## src/rtl/axon_spike_scheduler_if.sv

```systemverilog
// Spike-in, synapse-SRAM read and row-out handshakes of the axon spike scheduler.
// slave = scheduler side, master = environment (router / SRAM port / neuron core).
interface axon_spike_scheduler_if #(
    parameter int AXON_W         = 8,
    parameter int WORDS_PER_AXON = 8
);
    localparam int ADDR_W = AXON_W + $clog2(WORDS_PER_AXON);

    logic                         spike_valid_i;
    logic [AXON_W-1:0]            spike_axon_i;
    logic                         spike_ready_o;
    logic                         mem_req_o;
    logic [ADDR_W-1:0]            mem_addr_o;
    logic                         mem_gnt_i;
    logic [31:0]                  mem_rdata_i;
    logic                         conn_valid_o;
    logic                         conn_ready_i;
    logic [AXON_W-1:0]            conn_axon_o;
    logic [WORDS_PER_AXON*32-1:0] conn_data_o;

    modport slave (
        input  spike_valid_i, spike_axon_i, mem_gnt_i, mem_rdata_i, conn_ready_i,
        output spike_ready_o, mem_req_o, mem_addr_o, conn_valid_o, conn_axon_o, conn_data_o
    );

    modport master (
        output spike_valid_i, spike_axon_i, mem_gnt_i, mem_rdata_i, conn_ready_i,
        input  spike_ready_o, mem_req_o, mem_addr_o, conn_valid_o, conn_axon_o, conn_data_o
    );
endinterface

```

## src/rtl/axon_spike_scheduler.sv

```systemverilog
// Spike queue + synapse row fetcher: pops axon events, reads 8 SRAM words, presents the row.
// Optional SKIP_EMPTY_ROW_EN: drop all-zero rows and count them on skip_cnt_o.
module axon_spike_scheduler #(
    parameter int AXON_W         = 8,
    parameter int WORDS_PER_AXON = 8,
    parameter int FIFO_DEPTH     = 16,
    parameter int FIFO_AW        = 4
) (
    input  logic                  wb_clk_i,
    input  logic                  wb_rst_n_i,
    axon_spike_scheduler_if.slave bus,
    output logic                  busy_o,
    output logic                  overflow_o
`ifdef SKIP_EMPTY_ROW_EN
    ,
    output logic [15:0]           skip_cnt_o
`endif
);
    localparam int WB = $clog2(WORDS_PER_AXON);
    localparam int CW = WB + 1;
    localparam logic [CW-1:0] LAST = CW'(WORDS_PER_AXON - 1);

    typedef enum logic [1:0] {IDLE, FETCH, OUTPUT} state_t;

    state_t                           state;
    logic [AXON_W-1:0]                fifo_mem [FIFO_DEPTH];
    logic [FIFO_AW:0]                 wr_ptr, rd_ptr;
    logic                             full, empty, push, pop, rdy_en;
    logic [AXON_W-1:0]                fifo_head, axon_q;
    logic [CW-1:0]                    issue_cnt, cap_cnt, issue_nxt;
    logic                             gnt_q, fin, skip, hs;
    logic [WORDS_PER_AXON-1:0][31:0]  row_q, row_nxt;
    logic                             mem_req_q, conn_valid_q, ovf_q;
    logic [AXON_W+WB-1:0]             mem_addr_q;

    assign empty     = (wr_ptr == rd_ptr);
    assign full      = (wr_ptr == {~rd_ptr[FIFO_AW], rd_ptr[FIFO_AW-1:0]});
    // rdy_en keeps ready low during the reset cycle itself
    assign bus.spike_ready_o = rdy_en & ~full;
    assign push      = bus.spike_valid_i & bus.spike_ready_o;
    assign fifo_head = fifo_mem[rd_ptr[FIFO_AW-1:0]];
    assign issue_nxt = issue_cnt + CW'(1);

    assign fin = (state == FETCH) && gnt_q && (cap_cnt == LAST);
    assign hs  = (state == OUTPUT) && conn_valid_q && bus.conn_ready_i;
    // pop on IDLE, or chained straight out of a finished row (no bubble)
    assign pop = ~empty & ((state == IDLE) | hs | skip);

    always_comb begin
        row_nxt = row_q;
        row_nxt[cap_cnt[WB-1:0]] = bus.mem_rdata_i;
    end

`ifdef SKIP_EMPTY_ROW_EN
    assign skip = fin && (row_nxt == '0);
`else
    assign skip = 1'b0;
`endif

    always_ff @(posedge wb_clk_i) begin
        if (push) fifo_mem[wr_ptr[FIFO_AW-1:0]] <= bus.spike_axon_i;
    end

    always_ff @(posedge wb_clk_i) begin
        if (!wb_rst_n_i) begin
            state        <= IDLE;
            wr_ptr       <= '0;
            rd_ptr       <= '0;
            rdy_en       <= 1'b0;
            ovf_q        <= 1'b0;
            axon_q       <= '0;
            issue_cnt    <= '0;
            cap_cnt      <= '0;
            gnt_q        <= 1'b0;
            row_q        <= '0;
            mem_req_q    <= 1'b0;
            mem_addr_q   <= '0;
            conn_valid_q <= 1'b0;
`ifdef SKIP_EMPTY_ROW_EN
            skip_cnt_o   <= '0;
`endif
        end else begin
            rdy_en <= 1'b1;
            if (push) wr_ptr <= wr_ptr + (FIFO_AW+1)'(1);
            if (pop)  rd_ptr <= rd_ptr + (FIFO_AW+1)'(1);
            if (bus.spike_valid_i && full) ovf_q <= 1'b1;

            // SRAM returns data one cycle after each grant
            gnt_q <= mem_req_q & bus.mem_gnt_i;
            if (gnt_q) begin
                row_q   <= row_nxt;
                cap_cnt <= cap_cnt + CW'(1);
            end

            case (state)
                FETCH: begin
                    if (mem_req_q && bus.mem_gnt_i) begin
                        issue_cnt <= issue_nxt;
                        if (issue_cnt == LAST) mem_req_q <= 1'b0;
                        else mem_addr_q <= {axon_q, issue_nxt[WB-1:0]};
                    end
                    if (fin) begin
                        if (skip) begin
                            state <= IDLE;
`ifdef SKIP_EMPTY_ROW_EN
                            if (skip_cnt_o != 16'hFFFF) skip_cnt_o <= skip_cnt_o + 16'd1;
`endif
                        end else begin
                            state        <= OUTPUT;
                            conn_valid_q <= 1'b1;
                        end
                    end
                end
                OUTPUT: begin
                    if (bus.conn_ready_i) begin
                        conn_valid_q <= 1'b0;
                        state        <= IDLE;
                    end
                end
                default: ;
            endcase

            // a pop overrides whatever the case above chose for the next state
            if (pop) begin
                state      <= FETCH;
                axon_q     <= fifo_head;
                issue_cnt  <= '0;
                cap_cnt    <= '0;
                mem_req_q  <= 1'b1;
                mem_addr_q <= {fifo_head, {WB{1'b0}}};
            end
        end
    end

    assign bus.mem_req_o    = mem_req_q;
    assign bus.mem_addr_o   = mem_addr_q;
    assign bus.conn_valid_o = conn_valid_q;
    assign bus.conn_axon_o  = axon_q;
    assign bus.conn_data_o  = row_q;
    assign busy_o           = (state != IDLE) | ~empty;
    assign overflow_o       = ovf_q;
endmodule

```

## src/flat_wrapper.sv

```systemverilog
// flat-port wrapper written by rule: the top's interface ports become plain ports
module axon_spike_scheduler_flat 
#(
    parameter int AXON_W         = 8,
    parameter int WORDS_PER_AXON = 8,
    parameter int FIFO_DEPTH     = 16,
    parameter int FIFO_AW        = 4
)
  (wb_clk_i, wb_rst_n_i, busy_o, overflow_o, bus_spike_valid_i, bus_spike_axon_i, bus_mem_gnt_i, bus_mem_rdata_i, bus_conn_ready_i, bus_spike_ready_o, bus_mem_req_o, bus_mem_addr_o, bus_conn_valid_o, bus_conn_axon_o, bus_conn_data_o);
  axon_spike_scheduler_if #(.AXON_W(AXON_W), .WORDS_PER_AXON(WORDS_PER_AXON)) bus_i ();
  input  logic wb_clk_i;
  input  logic wb_rst_n_i;
  output logic busy_o;
  output logic overflow_o;
  input wire logic [$bits(bus_i.spike_valid_i)-1:0] bus_spike_valid_i;
  input wire logic [$bits(bus_i.spike_axon_i)-1:0] bus_spike_axon_i;
  input wire logic [$bits(bus_i.mem_gnt_i)-1:0] bus_mem_gnt_i;
  input wire logic [$bits(bus_i.mem_rdata_i)-1:0] bus_mem_rdata_i;
  input wire logic [$bits(bus_i.conn_ready_i)-1:0] bus_conn_ready_i;
  output wire logic [$bits(bus_i.spike_ready_o)-1:0] bus_spike_ready_o;
  output wire logic [$bits(bus_i.mem_req_o)-1:0] bus_mem_req_o;
  output wire logic [$bits(bus_i.mem_addr_o)-1:0] bus_mem_addr_o;
  output wire logic [$bits(bus_i.conn_valid_o)-1:0] bus_conn_valid_o;
  output wire logic [$bits(bus_i.conn_axon_o)-1:0] bus_conn_axon_o;
  output wire logic [$bits(bus_i.conn_data_o)-1:0] bus_conn_data_o;
  assign bus_i.spike_valid_i = bus_spike_valid_i;
  assign bus_i.spike_axon_i = bus_spike_axon_i;
  assign bus_i.mem_gnt_i = bus_mem_gnt_i;
  assign bus_i.mem_rdata_i = bus_mem_rdata_i;
  assign bus_i.conn_ready_i = bus_conn_ready_i;
  assign bus_spike_ready_o = bus_i.spike_ready_o;
  assign bus_mem_req_o = bus_i.mem_req_o;
  assign bus_mem_addr_o = bus_i.mem_addr_o;
  assign bus_conn_valid_o = bus_i.conn_valid_o;
  assign bus_conn_axon_o = bus_i.conn_axon_o;
  assign bus_conn_data_o = bus_i.conn_data_o;
  axon_spike_scheduler #(.AXON_W(AXON_W), .WORDS_PER_AXON(WORDS_PER_AXON), .FIFO_DEPTH(FIFO_DEPTH), .FIFO_AW(FIFO_AW)) u_core (.wb_clk_i(wb_clk_i), .wb_rst_n_i(wb_rst_n_i), .bus(bus_i), .busy_o(busy_o), .overflow_o(overflow_o));
endmodule
```

## config.mk

```make
export PLATFORM = sky130hd
export DESIGN_NAME = axon_spike_scheduler_flat
export DESIGN_NICKNAME = d
export VERILOG_FILES = /design/src/rtl/axon_spike_scheduler_if.sv /design/src/rtl/axon_spike_scheduler.sv /design/src/flat_wrapper.sv
export SDC_FILE = /design/constraint.sdc
export NUM_CORES = 1
export LEC_CHECK = 0
export ABC_CLOCK_PERIOD_IN_PS = 4480
export BUFFER_PORTS_ARGS = -buffer_cell sky130_fd_sc_hd__buf_4
export CAP_MARGIN = 25
export CORE_MARGIN = 2
export CORE_UTILIZATION = 45
export CTS_BUF_LIST = sky130_fd_sc_hd__clkbuf_2
export DETAILED_ROUTE_END_ITERATION = 8
export PLACE_DENSITY = 0.69
export SKIP_LAST_GASP = 1
export SLEW_MARGIN = 20
export SYNTH_ARGS = -nofsm -noshare
export SYNTH_HDL_FRONTEND = slang
export SYNTH_SLANG_ARGS = --single-unit
```

## constraint.sdc

```tcl
create_clock -name wb_clk_i -period 4.48 [get_ports wb_clk_i]
set_input_delay 0.224 -clock wb_clk_i [delete_from_list [all_inputs] [get_ports wb_clk_i]]
set_output_delay 0.224 -clock wb_clk_i [all_outputs]
set_load 0.05 [all_outputs]
```

# Word-level counts from Yosys, hierarchy flattened
# Memory sizes are Yosys's and may differ from the RTL's. A register that Yosys moved wholly into a read port is not among the register bits.
# Cells that the tools add are included.
op_classes:
  n_eq_ne: 11
  n_bitwise: 11
  magnitude_cmp: 2
  add_sub_neg: 4
  n_mux: 23
  n_reduce_logical: 21
ops:
  columns: ["cell", "count"]
  rows:
  - ["bitwise mux 256 bit", 1]
  - ["demux 32 bit (select 3 bit)", 1]
  - ["two-way mux 11 bit", 4]
  - ["two-way mux 32 bit", 1]
  - ["AND reduction 3 bit", 5]
  - ["adder 5 x 1 -> 5 bit, second input constant", 2]
  - ["equality test 5 bit", 2]
  - ["two-way mux 1 bit", 10]
  - ["nonzero test 2 bit", 5]
  - ["adder 4 x 1 -> 4 bit, second input constant", 2]
  - ["equality test 4 x 3 -> 1 bit, second input constant", 2]
  - ["two-way mux 4 bit", 2]
  - ["logical AND 1 bit", 7]
  - ["NOT 1 bit", 5]
  - ["AND 1 bit", 4]
  - ["< comparator 3 x 4 -> 1 bit, second input constant", 1]
  - ["two-way mux 2 bit", 2]
  - ["inequality test 2 x 1 -> 1 bit, second input constant", 2]
  - ["one-hot mux 2 bit (2 select lines)", 1]
  - [">= comparator 3 x 1 -> 1 bit, second input constant", 1]
  - ["inequality test 3 x 1 -> 1 bit, second input constant", 1]
  - ["inequality test 3 x 2 -> 1 bit, second input constant", 1]
  - ["nonzero test 3 bit", 1]
  - ["equality test 2 x 1 -> 1 bit, second input constant", 1]
  - ["7 further kinds", 8]
word_totals:
  output_inout_bits: 280
  regBits: 300
  inputBits: 45
  ram_bits: 128
  elab_cells: 95
  n_memories: 1
memory_table:
  columns: ["name", "depth", "width", "rd", "rd_clocked_by_memory_dff", "wr", "line_no", "text"]
  rows:
  - ["u_core.fifo_mem", 16, 8, 1, 1, 1, "axon_spike_scheduler.sv:26", "logic [AXON_W-1:0] fifo_mem [FIFO_DEPTH];"]

# Depth between registers and ports, before layout
# Gate-level depths: netlist of the first run.
logic_depth:
  word_depth: 7
  ltp_mapped: 8
  ltp_nobuf: 7

# Worst setup path after synthesis of the first run
# OpenSTA, ideal clock, no wires.
synth_timing:
  path_kind: "reg2out"
  start: "reg u_core.wr_ptr[2]"
  end: "out bus_spike_ready_o"
  required_time_ns: 4.256
  path_buffers: 2
  arrival_time_ns: 2.028
  slack_ns: 2.228
  stages_incl_launch_ff: 6
  path_cell_list: "dfxtp_1 > buf_4 > xnor2_1 > and4_1 > buf_6 > a21boi_0"
synth_between:
  elab_chain_len: 3
synth_lines:
  columns: ["element", "line_no", "text"]
  rows:
  - ["from (decl)", "axon_spike_scheduler.sv:27", "logic [FIFO_AW:0] wr_ptr, rd_ptr;"]
  - ["from (signal assigned)", "axon_spike_scheduler.sv:84", "if (push) wr_ptr <= wr_ptr + (FIFO_AW+1)'(1);"]
  - ["equality test 5 bit", "axon_spike_scheduler.sv:37", "assign full = (wr_ptr == {~rd_ptr[FIFO_AW], rd_ptr[FIFO_AW-1:0]});"]
  - ["NOT 1 bit", "axon_spike_scheduler.sv:39", "assign bus.spike_ready_o = rdy_en & ~full;"]
  - ["AND 1 bit", "axon_spike_scheduler.sv:39", null]
  - ["to (decl)", "flat_wrapper.sv:20", "output wire logic [$bits(bus_i.spike_ready_o)-1:0] bus_spike_ready_o;"]
# Every way passes these cells.

# Worst setup path after layout of the first run
layout_timing:
  start: "reg u_core.wr_ptr[3]"
  end: "out bus_spike_ready_o"
# Same word-level chain as after synthesis.

==> results.txt, run 1 <==
----------------------------------------------------
[Global route]
  Via count of the first global-routing pass ... 12501
  Initial antenna violation count ... 1
  Wire length of the first global-routing pass ... 71.84 mm
  Overall overflow remaining after global route ... 0
  Global Route Usage Sum ... 25.60%
  Maximum number of pins on one net before global-route repair ... 197

[Routing]
  Drt total wl ... 48.97 mm
  Initial drt markers ... 1081
  Via count ... 13398
  Vias per cell ... 5.271
  First-pass detailed-route iteration total ... 5
  Routed wire per std cell ... 19.26 um
  DRC errors left ... 0
  Post-route ant nets ... 0

[Worst setup path]
  CP bufs+invs ... 1
  Worst Path Required ... 4.26 ns
  Path length in cells of the critical path ... 4
  Slowest cell on the critical path ... sky130_fd_sc_hd__dfxtp_1
  Cell family with the largest share of critical-path delay ... flip-flops
  Worst-path fanout max ... 8
  Cell count of the worst reg-to-reg path ... 6
  Maximum single-stage delay on the critical path ... 0.53 ns
  Kind of start point of the critical path ... register
  CP arrival ... 2.52 ns
  List of cells traversed by the critical path ... xnor2_1 > and4_1 > a21boi_0 > buf_4
  Type of the worst setup path ... register to output pin
  Crit. End Element ... output pin

[Outcome]
  Run status ... completed

[Timing]
  Fin crit share ... 61.36%
  Post-layout min period ... 2.749 ns
  Fin Clk Skew ... 0.08467 ns
  Setup TNS ... 0 ns
  Setup Viol. Count Final ... 0
  Fmax ... 363.8 MHz
  Number of endpoints with negative hold slack in the final report ... 0
  Max_slew headroom ... 28.64%
  Worst slew pin tran ... 1.068 ns
  Max Transition Viols Final ... 0
  Unrepaired setup endpoints after global routing ... no

[CTS]
  Post-CTS Hold Buffers ... 91
  Root Buffer ... sky130_fd_sc_hd__clkbuf_2
  # H-tree levels ... 3
  # clock sinks ... 432
  Setup Fix Bufs, Post-CTS ... 0
  Maximum buffer depth of the clock tree ... 3
  CTS tree ... built
  Post-CTS sizing ... 0
  Clk Latency, worst-skew pair ... 1.01 ns
  Number of buffers inserted during clock tree synthesis ... 106
  Clock-pin slew on the worst setup and hold paths ... 0.09 ns

[Floorplanning]
  DIE WIDTH ... 192.2 um
  Core ar. ... 34710 um^2
  Starting density of the core ... 45.89%
  Boundary Pins ... 325
  Standard-cell row count ... 68
  Chip Height ... 192.2 um
  Die outline area ... 36920 um^2

[Logic synthesis]
  Post-synth top flop ... sky130_fd_sc_hd__dfxtp_1
  Post-Syn Area ... 15930 um^2
  Share of Yosys cell area claimed by the top area cell type ... 38.20%
  Cell type contributing the most total cell area after synthesis ... sky130_fd_sc_hd__dfxtp_1
  Cell variety after synth ... 49
  Yosys warning total ... 0
  Seq/Total Area, Yosys ... 62.33%
  Post-synth net total ... 1666
  Number of cells produced by synthesis ... 1611
  Yosys reg bits ... 432
  EDFF count, synth ... 128
  Leading post-synthesis cells by cell area ... sky130_fd_sc_hd__dfxtp_1 38%, sky130_fd_sc_hd__edfxtp_1 24%, sky130_fd_sc_hd__nand2_1 13%
  Share of flip-flops with an asynchronous set or reset after synthesis ... 0%
  Post-Syn Area per Cell ... 9.889 um^2

[Flow run]
  Max-cap check violation count ... 0

[Pwr]
  Switching Share ... 30.97%
  Fraction of power consumed by sequential logic ... 52.6%
  Internal power of the cells ... 5.546 mW
  Worst supply voltage drop on vdd ... 385.6 uV
  Combinational fraction of design power ... 16.2%
  PD cells ... 394.9 nW/um^2
  Net switching power of the design ... 2.488 mW
  Leak ... 7.791 nW
  Total design power ... 8.034 mW
  Part of the total power dissipated in the clock network ... 31.1%

[Finish]
  Synth-to-layout area growth ... 27.71%
  Final standard cell count with taps included and fillers excluded ... 2542
  Number of nets at the end of the flow ... 2073
  Multi-input gate area ... 5384 um^2
  FF/Latch Area ... 9930 um^2
  Fraction of layout cells with a size suffix above 1 ... 27.10%
  Post-layout instance area ... 20350 um^2
  Most common cell after layout, fill and taps aside ... sky130_fd_sc_hd__nand2_1
  Filler cells ... 2951
  Post-Route Utilization ... 58.61%
  Top library cells by usage in the layout, fill and taps aside ... 532 x sky130_fd_sc_hd__nand2_1, 340 x sky130_fd_sc_hd__buf_4, 304 x sky130_fd_sc_hd__dfxtp_1

[Place]
  Detailed placer's ending HPWL ... 31.30 mm
  Cell area after placement ... 18510 um^2
  Number of cells after detailed placement ... 2273
  Number of port buffers ... 324
  Final Wtd Congestion ... 0.8496

[Worst hold path]
  Tightest Hold Check Type ... primary input to register
  Worst Hold Path Cells ... 4

----------------------------------------------------
[sequential cells by signal, indices dropped and copies added, names as in the netlist, 2 cells and up, named ones only]
register                cells
u_core.bus.conn_axon_o      8
u_core.bus.mem_addr_o      11
u_core.wr_ptr               5
u_core.issue_cnt            4
u_core.bus.conn_data_o    256
u_core.fifo_mem           128
u_core.cap_cnt              4
u_core.rd_ptr               5
u_core.state                2
[layout make-up]
class,count,area share (%)
antenna,2,0.02460
sequential,432,48.80
tap,455,2.798
timing repair buffer,433,17.19
inverter,15,0.3382
clock inverter,17,0.4920
multi-input combinational,1030,26.46
clock buffer,158,3.887
[cell families after synthesis]
logic type | count (synthesis) | share of synthesized area [%]
simple gates | 637 | 16.01
flops | 432 | 62.33
compound gates | 317 | 10.63
buf+inv | 149 | 4.147
mux | 50 | 5.223
xor+xnor | 16 | 0.8796
fa+ha+maj | 10 | 0.7854
[Yosys cell counts (all sizes together) (2+ instances only)]
cell type,n
nand2,533
dfxtp,304
a21oi,268
edfxtp,128
clkbuf,83
buf,51
nor2,39
mux4,24
and3,16
mux2,16
inv,14
o22ai,14
o21ai,13
ha,10
mux2i,10
nor2b,10
nor3,10
xnor2,10
nand2b,9
nand3,9
o32ai,6
xor2,6
a211oi,4
nand4,4
a21boi,2
a31oi,2
a32o,2
and4,2
o311ai,2
or3,2
[per-stage QoR]
stage,hold slack [ns],worst slack [ns]
finish,0.08450,1.731
CTS,0.0002490,1.654
detailed placement,0.4468,1.985
global placement,0.4416,2.089
floorplan,0.2517,2.228
global route,0.02282,1.542
[power groups by stage]
stage          clock network, mW  logic, mW  registers [mW]
2_1_floorplan                  0      0.633            4.56
3_3_place_gp                   0       1.20            4.32
3_5_place_dp                   0       1.22            4.32
4_1_cts                     2.58       1.29            4.23
5_1_grt                     2.77       1.38            4.24
6_report                    2.50       1.30            4.23
[worst paths after layout]
kind | to | slack (ns) | from
max | bus_spike_ready_o | 1.73 | u_core.wr_ptr[3]
min | u_core.bus.conn_data_o[189] | 0.08 | bus_mem_rdata_i[29]
max reg2reg | u_core.bus.mem_addr_o[8] | 1.93 | register
min reg2reg | u_core.bus.conn_data_o[181] | 0.46 | u_core.bus.conn_data_o[181]
[layer usage]
layer | vias to the layer above | wire, um | GRT usage [%] | part of all wire, %
li1 | 6286 | - | - | -
met1 | 6346 | 19860 | 32.67 | 41
met2 | 666 | 23070 | 40.66 | 47
met3 | 100 | 4353 | 6.358 | 8.9
met4 | 0 | 1677 | 12.54 | 3.4
met5 | - | 0 | 0 | 0
[tightest hold or removal path: cells and delay by family]
family | cells | cell delay, ns
AO/OA/AOI/OAI | 1 | 0.05
buffers and inverters | 2 | 0.72
AND/OR/NAND/NOR | 1 | 0.06
(Power assumes the default switching activity.)
==> inputs of run 2 (changes only) <==
Settings changed: ABC_CLOCK_PERIOD_IN_PS 4480 to 2500, PLACE_DENSITY 0.69 to 0.71.
Clock period 4.48 ns to 2.5 ns, I/O delays scaled along.
==> results.txt, run 2 (synthesis results as in run 1) <==
----------------------------------------------------
[Timing]
  Minimum hold slack ... 0.1405 ns
  Fin crit share ... 92.73%
  Number of endpoints with negative hold slack in the final report ... 0
  Max Transition Viols Final ... 0
  Fmax ... 431.3 MHz
  Worst slew pin tran ... 0.6740 ns
  Setup Viol. Count Final ... 0
  Fin Clk Skew ... 0.07341 ns
  Max_slew headroom ... 54.92%
  Unrepaired setup endpoints after global routing ... yes
  Worst setup slack after layout ... 0.1817 ns
  Post-layout min period ... 2.318 ns

[Global route]
  Via count of the first global-routing pass ... 13027
  Maximum number of pins on one net before global-route repair ... 86
  Global Route Usage Sum ... 27.08%
  Wire length of the first global-routing pass ... 75.47 mm
  Initial antenna violation count ... 3
  Overall overflow remaining after global route ... 0

[Pwr]
  Leak ... 7.999 nW
  Total design power ... 14.81 mW
  PD cells ... 713.9 nW/um^2
  Worst supply voltage drop on vdd ... 878.7 uV

[Routing]
  Post-route ant nets ... 0
  DRC errors left ... 0
  First-pass detailed-route iteration total ... 5
  Initial drt markers ... 1077
  Drt total wl ... 51.53 mm
  Vias per cell ... 5.312
  Via count ... 13736
  Routed wire per std cell ... 19.93 um

[CTS]
  Clock-pin slew on the worst setup and hold paths ... 0.12 ns
  Setup Fix Bufs, Post-CTS ... 0
  Number of buffers inserted during clock tree synthesis ... 108
  # clock sinks ... 432
  Maximum buffer depth of the clock tree ... 3
  Root Buffer ... sky130_fd_sc_hd__clkbuf_2
  # H-tree levels ... 3
  CTS tree ... built
  Clk Latency, worst-skew pair ... 1.04 ns

[Floorplanning]
  Core ar. ... 34710 um^2
  Standard-cell row count ... 68
  Starting density of the core ... 45.89%
  Die outline area ... 36920 um^2
  Boundary Pins ... 325
  Chip Height ... 192.2 um
  DIE WIDTH ... 192.2 um

[Finish]
  Most common cell after layout, fill and taps aside ... sky130_fd_sc_hd__nand2_1
  Top library cells by usage in the layout, fill and taps aside ... 533 x sky130_fd_sc_hd__nand2_1, 357 x sky130_fd_sc_hd__buf_4, 299 x sky130_fd_sc_hd__dfxtp_1
  Fraction of layout cells with a size suffix above 1 ... 28.09%
  Flip-flop count of the largest register after layout ... 256
  Number of nets at the end of the flow ... 2103
  Post-layout instance area ... 20740 um^2
  Synth-to-layout area growth ... 30.21%

[Outcome]
  Run status ... completed

[Worst setup path]
  Kind of start point of the critical path ... register
  Worst Path Required ... 2.38 ns
  Worst-path fanout max ... 8
  Type of the worst setup path ... register to output pin
  Origin of the worst setup path ... u_core.wr_ptr[3]
  Crit. End Element ... output pin
  CP arrival ... 2.19 ns

[Place]
  Number of port buffers ... 324
  Detailed placer's ending HPWL ... 33.47 mm
  Post-placement setup slack ... 0.3937 ns
  Cell area after placement ... 18710 um^2
  Final Wtd Congestion ... 0.9035

[Flow run]
  Max-cap check violation count ... 0

[Worst hold path]
  HP Start ... bus_spike_valid_i
  Tightest Hold Check Type ... primary input to register

----------------------------------------------------
run 2: changes by cell type in the layout (fill, tap and decap cells not counted), sizes merged:
cell and change:
clkbuf -3, buf +21, bufinv +2, inv +2, dlygate4sd3 +7, clkinv +16
clkinvlp -1
run 2: path summary, 6_finish.rpt:
path	slack, ns	depth (start not counted)	endpoint
max	0.18	4	busy_o
min	0.14	6	u_core.wr_ptr[3]
max reg2reg	0.42	5	u_core.bus.mem_addr_o[3]
min reg2reg	0.46	2	u_core.bus.conn_data_o[59]
run 2: worst max-delay path, stage by stage, from the launching register on:
cell and delay (ns):
sky130_fd_sc_hd__dfxtp_4 0.40, sky130_fd_sc_hd__xnor2_2 0.19, sky130_fd_sc_hd__and4_4 0.30, sky130_fd_sc_hd__nand3_1 0.12, sky130_fd_sc_hd__buf_6 0.19
run 2: through the flow:
| step | utilization, % | TNS (ns) | std cells |
|---|---|---|---|
| after detailed placement | 53.89 | 0 | 2295 |
| final | 59.76 | 0 | 2586 |
| after global placement | 53.87 | 0 | 2294 |
| after global routing | 59.76 | -0.05554 | 2586 |
| after CTS | 59.63 | 0 | 2584 |
| after floorplan | - | 0 | 1611 |
run 2: layout make-up:
class	instances	area (um^2)
Fill cell	2972	13970
Sequential cell	432	9938
Multi-Input combinational cell	1030	5404
Timing Repair Buffer	461	3757
Clock buffer	155	775.7
Tap cell	455	569.3
Clock inverter	36	231.5
Inverter	15	63.81
Antenna cell	2	5.005
run 2: routing by layer:
layer	share of wire, %	vias up	global-route usage, %
met5	0	-	0
li1	-	6378	-
met2	47	719	43.33
met3	9.6	141	7.656
met1	39	6498	33.85
met4	4.5	0	12.83
run 2: power breakdown:
group	switching, mW	internal (mW)
clock	2.83	1.99
combinational	1.57	0.856
sequential	0.169	7.39
total	4.57	10.2
run 2: timing repair:
| item | CTS | global route |
|---|---|---|
| endpoints found under the setup margin | 2 | 2 |
| gates resized for setup | 4 | 9 |
| pin swaps | 0 | 1 |
| hold buffers | 98 | 0 |
| endpoints found under the hold margin | 531 | 0 |
==> inputs of run 3 (changes only) <==
Settings changed: SETUP_SLACK_MARGIN set to 0.2.
==> results.txt, run 3 (synthesis results as in run 1) <==
----------------------------------------------------
[Global route]
  Initial antenna violation count ... 3
  Via count of the first global-routing pass ... 13099
  Global Route Usage Sum ... 27.18%
  Wire length of the first global-routing pass ... 75.78 mm
  Maximum number of pins on one net before global-route repair ... 86
  Overall overflow remaining after global route ... 0

[CTS]
  Clk Latency, worst-skew pair ... 1.01 ns
  # H-tree levels ... 3
  CTS tree ... built
  Clock-pin slew on the worst setup and hold paths ... 0.12 ns
  Root Buffer ... sky130_fd_sc_hd__clkbuf_2
  # clock sinks ... 432
  Number of buffers inserted during clock tree synthesis ... 108
  Maximum buffer depth of the clock tree ... 3

[Floorplanning]
  Standard-cell row count ... 68
  Starting density of the core ... 45.89%
  Core ar. ... 34710 um^2
  Die outline area ... 36920 um^2
  DIE WIDTH ... 192.2 um
  Chip Height ... 192.2 um
  Boundary Pins ... 325

[Timing]
  Number of endpoints with negative hold slack in the final report ... 0
  Setup Viol. Count Final ... 0
  Max_slew headroom ... 55.35%
  Post-layout min period ... 2.224 ns
  Unrepaired setup endpoints after global routing ... yes
  Fin Clk Skew ... 0.05495 ns
  Fin crit share ... 88.94%
  Worst slew pin tran ... 0.6676 ns
  Fmax ... 449.7 MHz
  Max Transition Viols Final ... 0
  Setup TNS ... 0 ns

[Pwr]
  Part of the total power dissipated in the clock network ... 32.3%
  Leak ... 8.056 nW
  Net switching power of the design ... 4.581 mW
  Fraction of power consumed by sequential logic ... 50.9%
  Combinational fraction of design power ... 16.8%
  PD cells ... 712.5 nW/um^2
  Worst supply voltage drop on vdd ... 908.4 uV
  Internal power of the cells ... 10.28 mW
  Switching Share ... 30.83%

[Worst setup path]
  Cell count of the worst reg-to-reg path ... 7
  Cell family with the largest share of critical-path delay ... flip-flops
  Path length in cells of the critical path ... 4
  List of cells traversed by the critical path ... xnor2_2 > and4_4 > nand3_2 > buf_6
  Worst Path Required ... 2.38 ns
  Slowest cell on the critical path ... sky130_fd_sc_hd__dfxtp_4
  Maximum single-stage delay on the critical path ... 0.38 ns
  CP bufs+invs ... 1
  Kind of start point of the critical path ... register
  Type of the worst setup path ... register to output pin
  Worst-path fanout max ... 4
  CP arrival ... 2.10 ns
  Crit. End Element ... output pin

[Routing]
  Routed wire per std cell ... 19.93 um
  DRC errors left ... 0
  Via count ... 13755
  Post-route ant nets ... 0
  Vias per cell ... 5.299
  Drt total wl ... 51.73 mm
  First-pass detailed-route iteration total ... 7
  Initial drt markers ... 1072

[Finish]
  Multi-input gate area ... 5428 um^2
  Post-layout instance area ... 20850 um^2
  Synth-to-layout area growth ... 30.90%
  Filler cells ... 2944
  Number of nets at the end of the flow ... 2113
  Final standard cell count with taps included and fillers excluded ... 2596
  FF/Latch Area ... 9948 um^2
  Top library cells by usage in the layout, fill and taps aside ... 533 x sky130_fd_sc_hd__nand2_1, 367 x sky130_fd_sc_hd__buf_4, 297 x sky130_fd_sc_hd__dfxtp_1
  Most common cell after layout, fill and taps aside ... sky130_fd_sc_hd__nand2_1
  Fraction of layout cells with a size suffix above 1 ... 28.71%
  Flip-flop count of the largest register after layout ... 256

[Place]
  Cell area after placement ... 18710 um^2
  Number of port buffers ... 324
  Final Wtd Congestion ... 0.9035
  Detailed placer's ending HPWL ... 33.47 mm
  Number of cells after detailed placement ... 2295

[Worst hold path]
  Tightest Hold Check Type ... primary input to register
  Worst Hold Path Cells ... 6

[Outcome]
  Run status ... completed

[Flow run]
  Max-cap check violation count ... 0

----------------------------------------------------
[run 3: path summary, 6_finish.rpt]
kind	from	to	slack [ns]
max	u_core.wr_ptr[3]	busy_o	0.28
min	bus_spike_valid_i	u_core.wr_ptr[3]	0.15
max reg2reg	u_core.wr_ptr[3]	u_core.fifo_mem[3][3]	0.30
min reg2reg	u_core.bus.conn_data_o[141]	u_core.bus.conn_data_o[141]	0.46
[run 3: power by group through the flow]
stage | Sequential, mW | Clock (mW) | Combinational [mW]
floorplan | 8.16 | 0 | 1.13
global placement | 7.71 | 0 | 2.21
detailed placement | 7.71 | 0 | 2.25
CTS | 7.55 | 4.92 | 2.47
global route | 7.58 | 5.33 | 2.64
finish | 7.56 | 4.80 | 2.49
[run 3: final cells by class]
class | instances | area share [%]
inverters | 15 | 0.3060
flip-flops and latches | 432 | 47.70
diodes | 2 | 0.02400
repair buffers | 471 | 18.38
clock inverters | 36 | 1.110
multi-input cells | 1030 | 26.03
well taps | 455 | 2.730
clock buffers | 155 | 3.720
[run 3: per-layer routing]
metal / wire length, um / track usage (%) / up-vias
li1: - / - / 6399
met1: 20030 / 33.90 / 6493
met2: 24310 / 43.55 / 726
met3: 5041 / 7.729 / 137
met4: 2339 / 12.92 / 0
met5: 0 / 0 / -
[run 3: timing repair]
item	in CTS	in global routing
buffers inserted	7	3
resized for setup	22	1
cloned	0	0
pin swaps	4	3
endpoints found under the setup margin	2	2
hold buffers	98	0
hold endpoints to repair	531	0
[run 3: stage by stage]
step           setup slack [ns]  util [%]  hold slack [ns]  power, mW
6_report                 0.2765     60.07           0.1460      14.86
5_1_grt                 0.09202     60.07          0.04181      15.55
4_1_cts                  0.1925     59.98          0.02674      14.94
3_5_place_dp             0.3937     53.89           0.3820      9.956
3_3_place_gp             0.3393     53.87           0.3808      9.918
2_1_floorplan            0.3471         -           0.1527      9.296
[run 3: worst register-to-register path, stage by stage, from the launching register on]
cell and delay [ns]:
sky130_fd_sc_hd__dfxtp_4 0.38, sky130_fd_sc_hd__xnor2_2 0.15, sky130_fd_sc_hd__buf_4 0.14, sky130_fd_sc_hd__buf_4 0.12, sky130_fd_sc_hd__nand4_1 0.17, sky130_fd_sc_hd__o2111ai_1 0.15, sky130_fd_sc_hd__nor3_1 0.51, sky130_fd_sc_hd__buf_2 0.28
